### config.mk
export PLATFORM = sky130hd
export DESIGN_NAME = sh_reg_cmd_seq
export DESIGN_NICKNAME = d
export VERILOG_FILES = /design/src/rtl/sh_reg_cmd_seq.sv
export SDC_FILE = /design/constraint.sdc
export NUM_CORES = 1
export LEC_CHECK = 0
export BUFFER_PORTS_ARGS = -buffer_cell sky130_fd_sc_hd__buf_2
export CAP_MARGIN = 20
export CORE_MARGIN = 2
export CORE_UTILIZATION = 40
export DETAILED_ROUTE_END_ITERATION = 8
export SYNTH_ARGS = -nofsm -noshare
export SYNTH_HDL_FRONTEND = slang
export SYNTH_SLANG_ARGS = --single-unit
### constraint.sdc
create_clock -name clk -period 2.8 [get_ports clk]
set_input_delay 0.56 -clock clk [delete_from_list [all_inputs] [get_ports clk]]
set_output_delay 0.56 -clock clk [all_outputs]
set_load 0.03 [all_outputs]
### src/rtl/sh_reg_cmd_seq.sv
// Command sequencer: buffers load/shift/delay commands in a FIFO and replays them as
// registered control beats for the 8-bit shift register. Optional abort port: SH_REG_CMD_ABORT_EN.
module sh_reg_cmd_seq #(
    parameter int unsigned DEPTH = 4,
    parameter int unsigned W     = 8
) (
    input  logic                     clk,
    input  logic                     rst,
    input  logic                     cmd_valid,
    output logic                     cmd_ready,
    input  logic [1:0]               cmd_op,
    input  logic [2:0]               cmd_amt,
    input  logic [3:0]               cmd_rep,
    input  logic [W-1:0]             cmd_data,
    output logic                     load,
    output logic                     shift_r_l,
    output logic [2:0]               sh,
    output logic                     sh_en,
    output logic [W-1:0]             d_in,
    output logic                     busy,
    output logic                     done,
`ifdef SH_REG_CMD_ABORT_EN
    input  logic                     abort,
    output logic                     aborted,
`endif
    output logic [$clog2(DEPTH):0]   fifo_count
);

    localparam int unsigned AW = $clog2(DEPTH);
    localparam int unsigned CW = AW + 1;

    typedef enum logic [1:0] {OP_NOP, OP_LOAD, OP_SHR, OP_SHL} op_e;
    typedef enum logic {S_IDLE, S_EXEC} state_e;

    typedef struct packed {
        logic [1:0]   op;
        logic [2:0]   amt;
        logic [3:0]   rep;
        logic [W-1:0] data;
    } cmd_t;

    cmd_t            mem_q [DEPTH];
    cmd_t            wr_entry;
    cmd_t            head;
    logic [AW-1:0]   wr_ptr_q, rd_ptr_q;
    logic [CW-1:0]   count_q;
    logic            push, pop, flush, fifo_empty;

    state_e          state_q, state_d;
    op_e             op_q, op_d;
    logic [2:0]      amt_q, amt_d;
    logic [W-1:0]    data_q, data_d;
    logic [3:0]      rep_q, rep_d;
    logic            last_beat;

    logic            load_q, load_d;
    logic            shr_q, shr_d;
    logic [2:0]      sh_q, sh_d;
    logic            sh_en_q, sh_en_d;
    logic [W-1:0]    d_in_q, d_in_d;
    logic            busy_q, busy_d;
    logic            done_q, done_d;

    // ---------------- command FIFO ----------------
    assign cmd_ready  = (count_q != CW'(DEPTH));
    assign fifo_empty = (count_q == '0);
    assign head       = mem_q[rd_ptr_q];
    assign wr_entry   = '{op: cmd_op, amt: cmd_amt, rep: cmd_rep, data: cmd_data};

`ifdef SH_REG_CMD_ABORT_EN
    assign push = cmd_valid && cmd_ready && !abort;
`else
    assign push = cmd_valid && cmd_ready;
`endif

    always_ff @(posedge clk) begin
        if (push) begin
            mem_q[wr_ptr_q] <= wr_entry;
        end
    end

    always_ff @(posedge clk) begin
        if (rst || flush) begin
            wr_ptr_q <= '0;
            rd_ptr_q <= '0;
            count_q  <= '0;
        end else begin
            if (push) wr_ptr_q <= wr_ptr_q + AW'(1);
            if (pop)  rd_ptr_q <= rd_ptr_q + AW'(1);
            count_q <= count_q + CW'(push) - CW'(pop);
        end
    end

    // ---------------- sequencer FSM ----------------
    assign last_beat = (op_q == OP_LOAD) || (rep_q <= 4'd1);

    always_comb begin
        state_d = state_q;
        op_d    = op_q;
        amt_d   = amt_q;
        data_d  = data_q;
        rep_d   = rep_q;
        pop     = 1'b0;
        flush   = 1'b0;
        load_d  = 1'b0;
        shr_d   = 1'b0;
        sh_d    = '0;
        sh_en_d = 1'b0;
        d_in_d  = d_in_q;
        busy_d  = 1'b0;
        done_d  = 1'b0;

        case (state_q)
            S_IDLE: begin
                if (!fifo_empty) begin
                    pop     = 1'b1;
                    state_d = S_EXEC;
                end
            end
            S_EXEC: begin
                busy_d = 1'b1;
                rep_d  = rep_q - 4'd1;
                case (op_q)
                    OP_LOAD: begin
                        load_d = 1'b1;
                        d_in_d = data_q;
                    end
                    OP_SHR: begin
                        sh_en_d = 1'b1;
                        shr_d   = 1'b1;
                        sh_d    = amt_q;
                    end
                    OP_SHL: begin
                        sh_en_d = 1'b1;
                        sh_d    = amt_q;
                    end
                    default: ;
                endcase
                if (last_beat) begin
                    done_d = 1'b1;
                    // Chain straight into the next queued command so beats stay back-to-back.
                    if (!fifo_empty) pop = 1'b1;
                    else             state_d = S_IDLE;
                end
            end
            default: state_d = S_IDLE;
        endcase

        if (pop) begin
            op_d   = op_e'(head.op);
            amt_d  = head.amt;
            data_d = head.data;
            rep_d  = (head.rep == 4'd0) ? 4'd1 : head.rep;
        end

`ifdef SH_REG_CMD_ABORT_EN
        if (abort) begin
            flush   = 1'b1;
            pop     = 1'b0;
            state_d = S_IDLE;
            op_d    = op_q;
            amt_d   = amt_q;
            data_d  = data_q;
            rep_d   = rep_q;
            load_d  = 1'b0;
            shr_d   = 1'b0;
            sh_d    = '0;
            sh_en_d = 1'b0;
            d_in_d  = d_in_q;
            busy_d  = 1'b0;
            done_d  = 1'b0;
        end
`endif
    end

    always_ff @(posedge clk) begin
        if (rst) begin
            state_q <= S_IDLE;
            op_q    <= OP_NOP;
            amt_q   <= '0;
            data_q  <= '0;
            rep_q   <= '0;
            load_q  <= 1'b0;
            shr_q   <= 1'b0;
            sh_q    <= '0;
            sh_en_q <= 1'b0;
            d_in_q  <= '0;
            busy_q  <= 1'b0;
            done_q  <= 1'b0;
        end else begin
            state_q <= state_d;
            op_q    <= op_d;
            amt_q   <= amt_d;
            data_q  <= data_d;
            rep_q   <= rep_d;
            load_q  <= load_d;
            shr_q   <= shr_d;
            sh_q    <= sh_d;
            sh_en_q <= sh_en_d;
            d_in_q  <= d_in_d;
            busy_q  <= busy_d;
            done_q  <= done_d;
        end
    end

`ifdef SH_REG_CMD_ABORT_EN
    logic aborted_q;
    always_ff @(posedge clk) begin
        if (rst) aborted_q <= 1'b0;
        else     aborted_q <= abort;
    end
    assign aborted = aborted_q;
`endif

    assign load       = load_q;
    assign shift_r_l  = shr_q;
    assign sh         = sh_q;
    assign sh_en      = sh_en_q;
    assign d_in       = d_in_q;
    assign busy       = busy_q;
    assign done       = done_q;
    assign fifo_count = count_q;

endmodule
[Word level (Yosys, flattened, before mapping)]
Memory sizes are Yosys's and may differ from the RTL's. A register that Yosys moved wholly into a read port is not among the register bits.
Cells that the tools add are included.
Operators by class
  $add $sub $neg: 5
  order comparisons: 1
  equality and inequality tests: 4
  muxes and demuxes: 17
  bitwise logic cells: 2
  reduce and logical (&&, ||, !) cells: 9
Operator list (number)
  $mux W4: 3
  $mux W1: 10
  $add A2 B1 Y2 const B: 2
  $eq A2 B2 Y1 const B: 2
  $le A4 B1 Y1 const B: 1
  $logic_not A4 Y1: 1
  $mux W2: 2
  $pmux W1 S2: 2
  $reduce_or A2 Y1: 2
  $sub A4 B1 Y4 const B: 1
  $add A3 B1 Y3: 1
  $logic_not A3 Y1: 1
  $ne A3 B3 Y1 const B: 1
  $reduce_or A3 Y1: 1
  $sub A3 B1 Y3: 1
  $eq A2 B1 Y1 const B: 1
  $not A1 Y1: 2
  $reduce_and A2 Y1: 1
  $reduce_bool A2 Y1: 1
  $logic_and A1 B1 Y1: 1
  $logic_or A1 B1 Y1: 1
Storage, ports and cells
  flip-flop bits (word level): 41
  bits in writable memories: 68
  bits of input ports: 20
  output and inout port bits: 20
  memories: 1
Memories
  mem_q: depth 4, bits a word 17, read ports 1, clocked after Yosys merged registers in 1, wr ports 1, RTL line 42  | cmd_t mem_q [DEPTH];

[Depth between registers and ports, before layout]
  word-level depth: 6
  depth in mapped cells: 15
  depth with buffers taken out: 14

[Worst setup path before layout]
Ideal clock, no wire load.
  path type: register -> register
  from: register rep_q[0]
  to: register count_q[2] (netlist: fifo_count[2])
  arrival: 2461 ps
  data required time: 2672 ps
  path slack: 212 ps
  stages on the path, launching flop included: 16
  period minus slack after synthesis: 2588 ps
  cell sequence: dfxtp_1 -> inv_1 -> ha_1 -> nor2_1 -> o311ai_2 -> nand2_2 -> inv_2 -> buf_4 -> ha_1 -> inv_1 -> ha_1 -> inv_1 -> fa_1 -> xor2_1 -> xnor2_1 -> nor2_1
Between the ends
  cells in the longest elaborated chain, start to end: 5
Ends and longest elaborated chain
  from (decl): RTL line 53  | logic [3:0] rep_q, rep_d;
  from (signal assigned): RTL line 195  | rep_q <= rep_d;
  $le A4 B1 Y1: RTL line 95  | assign last_beat = (op_q == OP_LOAD) || (rep_q <= 4'd1);
  $logic_or A1 B1 Y1: RTL line 95
  $mux W1: RTL line 139  | if (last_beat) begin
  $pmux W1 S2: RTL line 113  | case (state_q)
  via pop: RTL line 47  | logic push, pop, flush, fifo_empty;
  $sub A3 B1 Y3: RTL line 90  | count_q <= count_q + CW'(push) - CW'(pop);
  to (signal assigned): RTL line 90
  to (decl): RTL line 46  | logic [CW-1:0] count_q;
The timed path passes the listed nets, and every way through them passes these cells.
A chain may end at the register's enable or synchronous reset.

[Worst setup path after layout]
  from: register rep_q[0]
  to: register count_q[2] (netlist: fifo_count[2])
Between the ends
  cells in the longest elaborated chain, start to end: 5
Ends and longest elaborated chain (RTL line)
  $le A4 B1 Y1: 95
  $logic_or A1 B1 Y1: 95
  $mux W1: 139
  $pmux W1 S2: 113
  $sub A3 B1 Y3: 90
No other way between the ends.

==> impl.org <==
** Synthesis
- Synthesis produced a netlist whose cell count is 272.
- Warning count from the yosys run :: 0
- Post-synthesis async set-or-reset flop share :: 0%
- Among all flip-flop cells after synthesis, the most frequent one is sky130_fd_sc_hd__edfxtp_1.
- Distinct cell type count of the synthesized netlist :: 37
- Average cell area after synthesis :: 15.3 um2
- Sequential element share of the synthesized area :: 69.8%
- Number of flops mapped to enable cells by yosys :: 68
- Synthesis inferred 111 register bits.
- The number of nets handed over by synthesis was 301.
- Post-synth design cell area :: 0.00416 mm2

** Clock tree
- Clock latency at the later pin of the worst-skew pair :: 360 ps
- Number of levels the H-tree was split into :: 3
- Number of CTS-inserted buffers :: 9
- TritonCTS clock tree :: yes
- Buffers inserted to repair hold after CTS numbered 0.
- Clock sink total :: 111
- Post-cts sizing count :: 0
- The number of setup buffers added after CTS is 0.
- Root buf cell :: sky130_fd_sc_hd__clkbuf_8
- No sink is reached through more buffers than the 2 on the longest clock path.
- Clock-pin slew reported for the worst setup and hold paths after clock tree synthesis :: 110 ps

** Route
- Detailed-router iteration count before antenna repair :: 4
- The detail route stage leaves a number of antenna-violating nets equal to 0.
- Dividing the detail-routed wire length by the instance count gives 14.7 um.
- Total routed wirelength :: 6780 um
- The first routing iteration left 127 violations.
- Across all layers, the routed design uses 2210 vias.
- Using the TritonRoute via totals, the vias-per-cell ratio works out to 4.79.
- In the routed design, unresolved DRC markers number 0.

** Timing
- The count of pins over their slew limit is 0.
- Setup clock skew after layout :: 11.6 ps
- Worst hold-check slack :: 406 ps
- Of the available clock period, the critical path in the final layout requires 87.2%.
- Hold violation total from the final report :: 0
- Achievable clock frequency :: 409 MHz
- Tmin final :: 2440 ps
- Measured against its own limit, the worst slew margin works out to 59.9%.
- Summed over all failing endpoints, the final setup total negative slack is 0 ps.
- At the pin with the least slew margin, the transition time is 597 ps.
- RSZ-0062 raised after global routing :: false
- Final count of negative-setup-slack endpoints :: 0

** GRT
- Vias in the first global route :: 2130
- First-pass GRT wire length :: 11200 um
- All-layer global routing usage :: 13.1%
- The number of antenna violations at the first check in global routing was 1.
- Largest net degree at the start of global routing :: 36
- Summed over all layers, the global routing overflow is 0.

** Pwr
- Power spread over the standard cell area amounts to 933 mW/mm2.
- IR analysis of the VDD net gives a maximum drop of 343 uV.
- Static leakage :: 1.80 nW

** Critical path
- Traced cell by cell, the critical path runs through inv_1, ha_1, nor2_1, o311ai_2, nand2_2, inv_2, ha_1, inv_1, ha_1, inv_1, fa_1, xor2_1, xnor2_1, nor2_1.
- The setup path with the least slack is of type flop to flop.
- Crit path arrival time :: 2700 ps
- The worst setup path is launched from a flop.
- Longest individual stage delay on the worst path :: 400 ps
- Buf/Inv on CP :: 4
- The largest individual stage delay along the critical path comes from the cell sky130_fd_sc_hd__dfxtp_1.
- Type of element capturing the critical path :: flop
- Cell class contributing the biggest share of worst-path delay :: adder cells
- The worst register-to-register path has a depth of 14.
- Launching point of the worst reg2reg path :: rep_q[0]$_SDFFE_PP0P_
- Worst setup slack for register-to-register paths :: 360 ps
- Along the worst path, the maximum fanout reaches 5.
- The endpoint identified for the worst register-to-register timing path is fifo_count[2]$_SDFF_PP0_.
- Data on the critical path is required at its endpoint by 3050 ps.
- Total stage count of the critical path :: 14

** Place
- Number of buffers added on ports :: 39
- In this run the cell area measured after placement is 0.00453 mm2.
- The HPWL after detailed placement is 4570 um.
- RD Place Congestion :: 0.708
- In this run, placement finished with an instance count of 445.

** Die
- Floorplan die area :: 0.0112 mm2
- Vert. Die Dim :: 106 um
- 40 I/O pins were placed.
- Number of cell rows :: 37
- The initial utilization of the core area, before any placement, comes to 40.8%.
- In this run the standard cell core region covers 0.0102 mm2.
- Die W :: 106 um

** Cells and area
- 0 antenna diodes ended up in the layout.
- At the end of the flow, the number of nets in the layout was 349.
- Cells fill 46.4% of the core in the end.
- The finished cells cover 0.00473 mm2.
- From synthesis to final layout, the design area changed by 13.7%.
- Final std cells w/o fill :: 461
- In the final layout, the share of cells above drive strength 1 is 24.9%.
- Filler cell count :: 909

** Hold path
- The min-delay analysis places its worst path in the category primary input to flop.
- The path with the worst hold slack has its endpoint at mem_q[2][3]$_DFFE_PP_.
- Along the worst hold path, the cell count comes to 1.
- Startpoint of the worst hold path :: cmd_data[3]

** Run status
- Status :: finished clean

** Run
- Maxcap violations :: 0
-- metrics by stage --
stage               total power, mW  setup WS, ps
floorplan                      3.20           212
detailed placement             3.55           364
finish                         4.41           358
CTS                            4.46           347
global placement               3.54           419
global route                   4.70           168
-- per-layer routing --
| layer | vias to the layer above | routed length, um | track usage [%] |
|---|---|---|---|
| li1 | 1091 | - | - |
| met1 | 1067 | 3260 | 17.6 |
| met2 | 39 | 3140 | 20.4 |
| met3 | 11 | 259 | 3.13 |
| met5 | - | 13 | 0 |
| met4 | 2 | 117 | 5.92 |
-- synth_stat cells (all sizes together), types with 2 or more instances --
master	n	area (um2)
nand3	2	10.0
nor2	21	78.8
and3	7	43.8
nand2	34	130
nand2b	3	18.8
dfxtp	43	861
nor2b	4	25.0
inv	8	30.0
xnor2	3	26.3
ha	8	100
a211oi	3	32.5
a21oi	15	75.1
edfxtp	68	2040
mux4	17	402
mux2i	8	80.1
clkbuf	4	15.0
buf	7	42.5
xor2	3	26.3
and2	2	12.5
o21ai	2	10.0
-- power breakdown --
| group | switching (mW) | leakage, nW | internal [mW] |
|---|---|---|---|
| clock | 0.565 | 0.100 | 0.352 |
| combinational | 0.724 | 0.729 | 0.558 |
| sequential | 0.185 | 0.975 | 2.03 |
| total | 1.47 | 1.80 | 2.94 |
-- logic make-up (layout without fill, tap and decap cells) --
family,Yosys count,after routing,synth area share [%]
buffers and inverters,19,72,2.11
AO/OA/AOI/OAI,25,25,3.97
multiplexers,25,25,11.6
adder cells (fa/ha/maj),9,9,2.89
flip-flops,111,111,69.8
XOR/XNOR,6,6,1.26
AND/OR/NAND/NOR,77,77,8.37
-- layout make-up --
cell class	instances	area, um2	area share, %
tap	136	170	3.60
clock buffer	9	124	2.62
timing repair buffer	48	263	5.56
multi-input combinational	142	1170	24.7
inverter	8	30.0	0.635
clock inverter	7	68.8	1.46
sequential	111	2900	61.4
-- worst max path at each step --
stage	start	end	slack (ps)
floorplan	rep_q[0]$_SDFFE_PP0P_	fifo_count[2]$_SDFF_PP0_	210
global placement	rep_q[0]$_SDFFE_PP0P_	fifo_count[2]$_SDFF_PP0_	420
detailed placement	rep_q[0]$_SDFFE_PP0P_	fifo_count[2]$_SDFF_PP0_	360
CTS	rep_q[0]$_SDFFE_PP0P_	fifo_count[2]$_SDFF_PP0_	350
global route	rep_q[0]$_SDFFE_PP0P_	fifo_count[2]$_SDFF_PP0_	170
finish	rep_q[0]$_SDFFE_PP0P_	fifo_count[2]$_SDFF_PP0_	360
-- layout by cell type (no fill, tap or decap), drive strengths merged --
master,netlist,layout
fa,1,1
edfxtp,68,68
nand2b,3,3
nand3,2,2
clkbuf,4,9
buf,7,48
inv,8,13
o311ai,1,1
or4b,1,1
nand2,34,34
a31oi,1,1
ha,8,8
o31a,1,1
nand3b,1,1
or3,1,1
mux2i,8,8
dfxtp,43,43
o21ai,2,2
nor2b,4,4
nor3,1,1
clkinv,0,2
mux4,17,17
a211oi,3,3
a311oi,1,1
xnor2,3,3
and3,7,7
nor2,21,21
xor2,3,3
a21oi,15,15
and2,2,2
o211ai,1,1
-- sequential cells by signal (all words and copies together) (netlist names), 3 cells and up, named ones only --
register / flops
amt_q: 3
data_q: 8
mem_q: 68
sh: 3
rep_q: 4
fifo_count: 3
d_in: 8
Note: power is estimated with default switching activity, not from simulation.
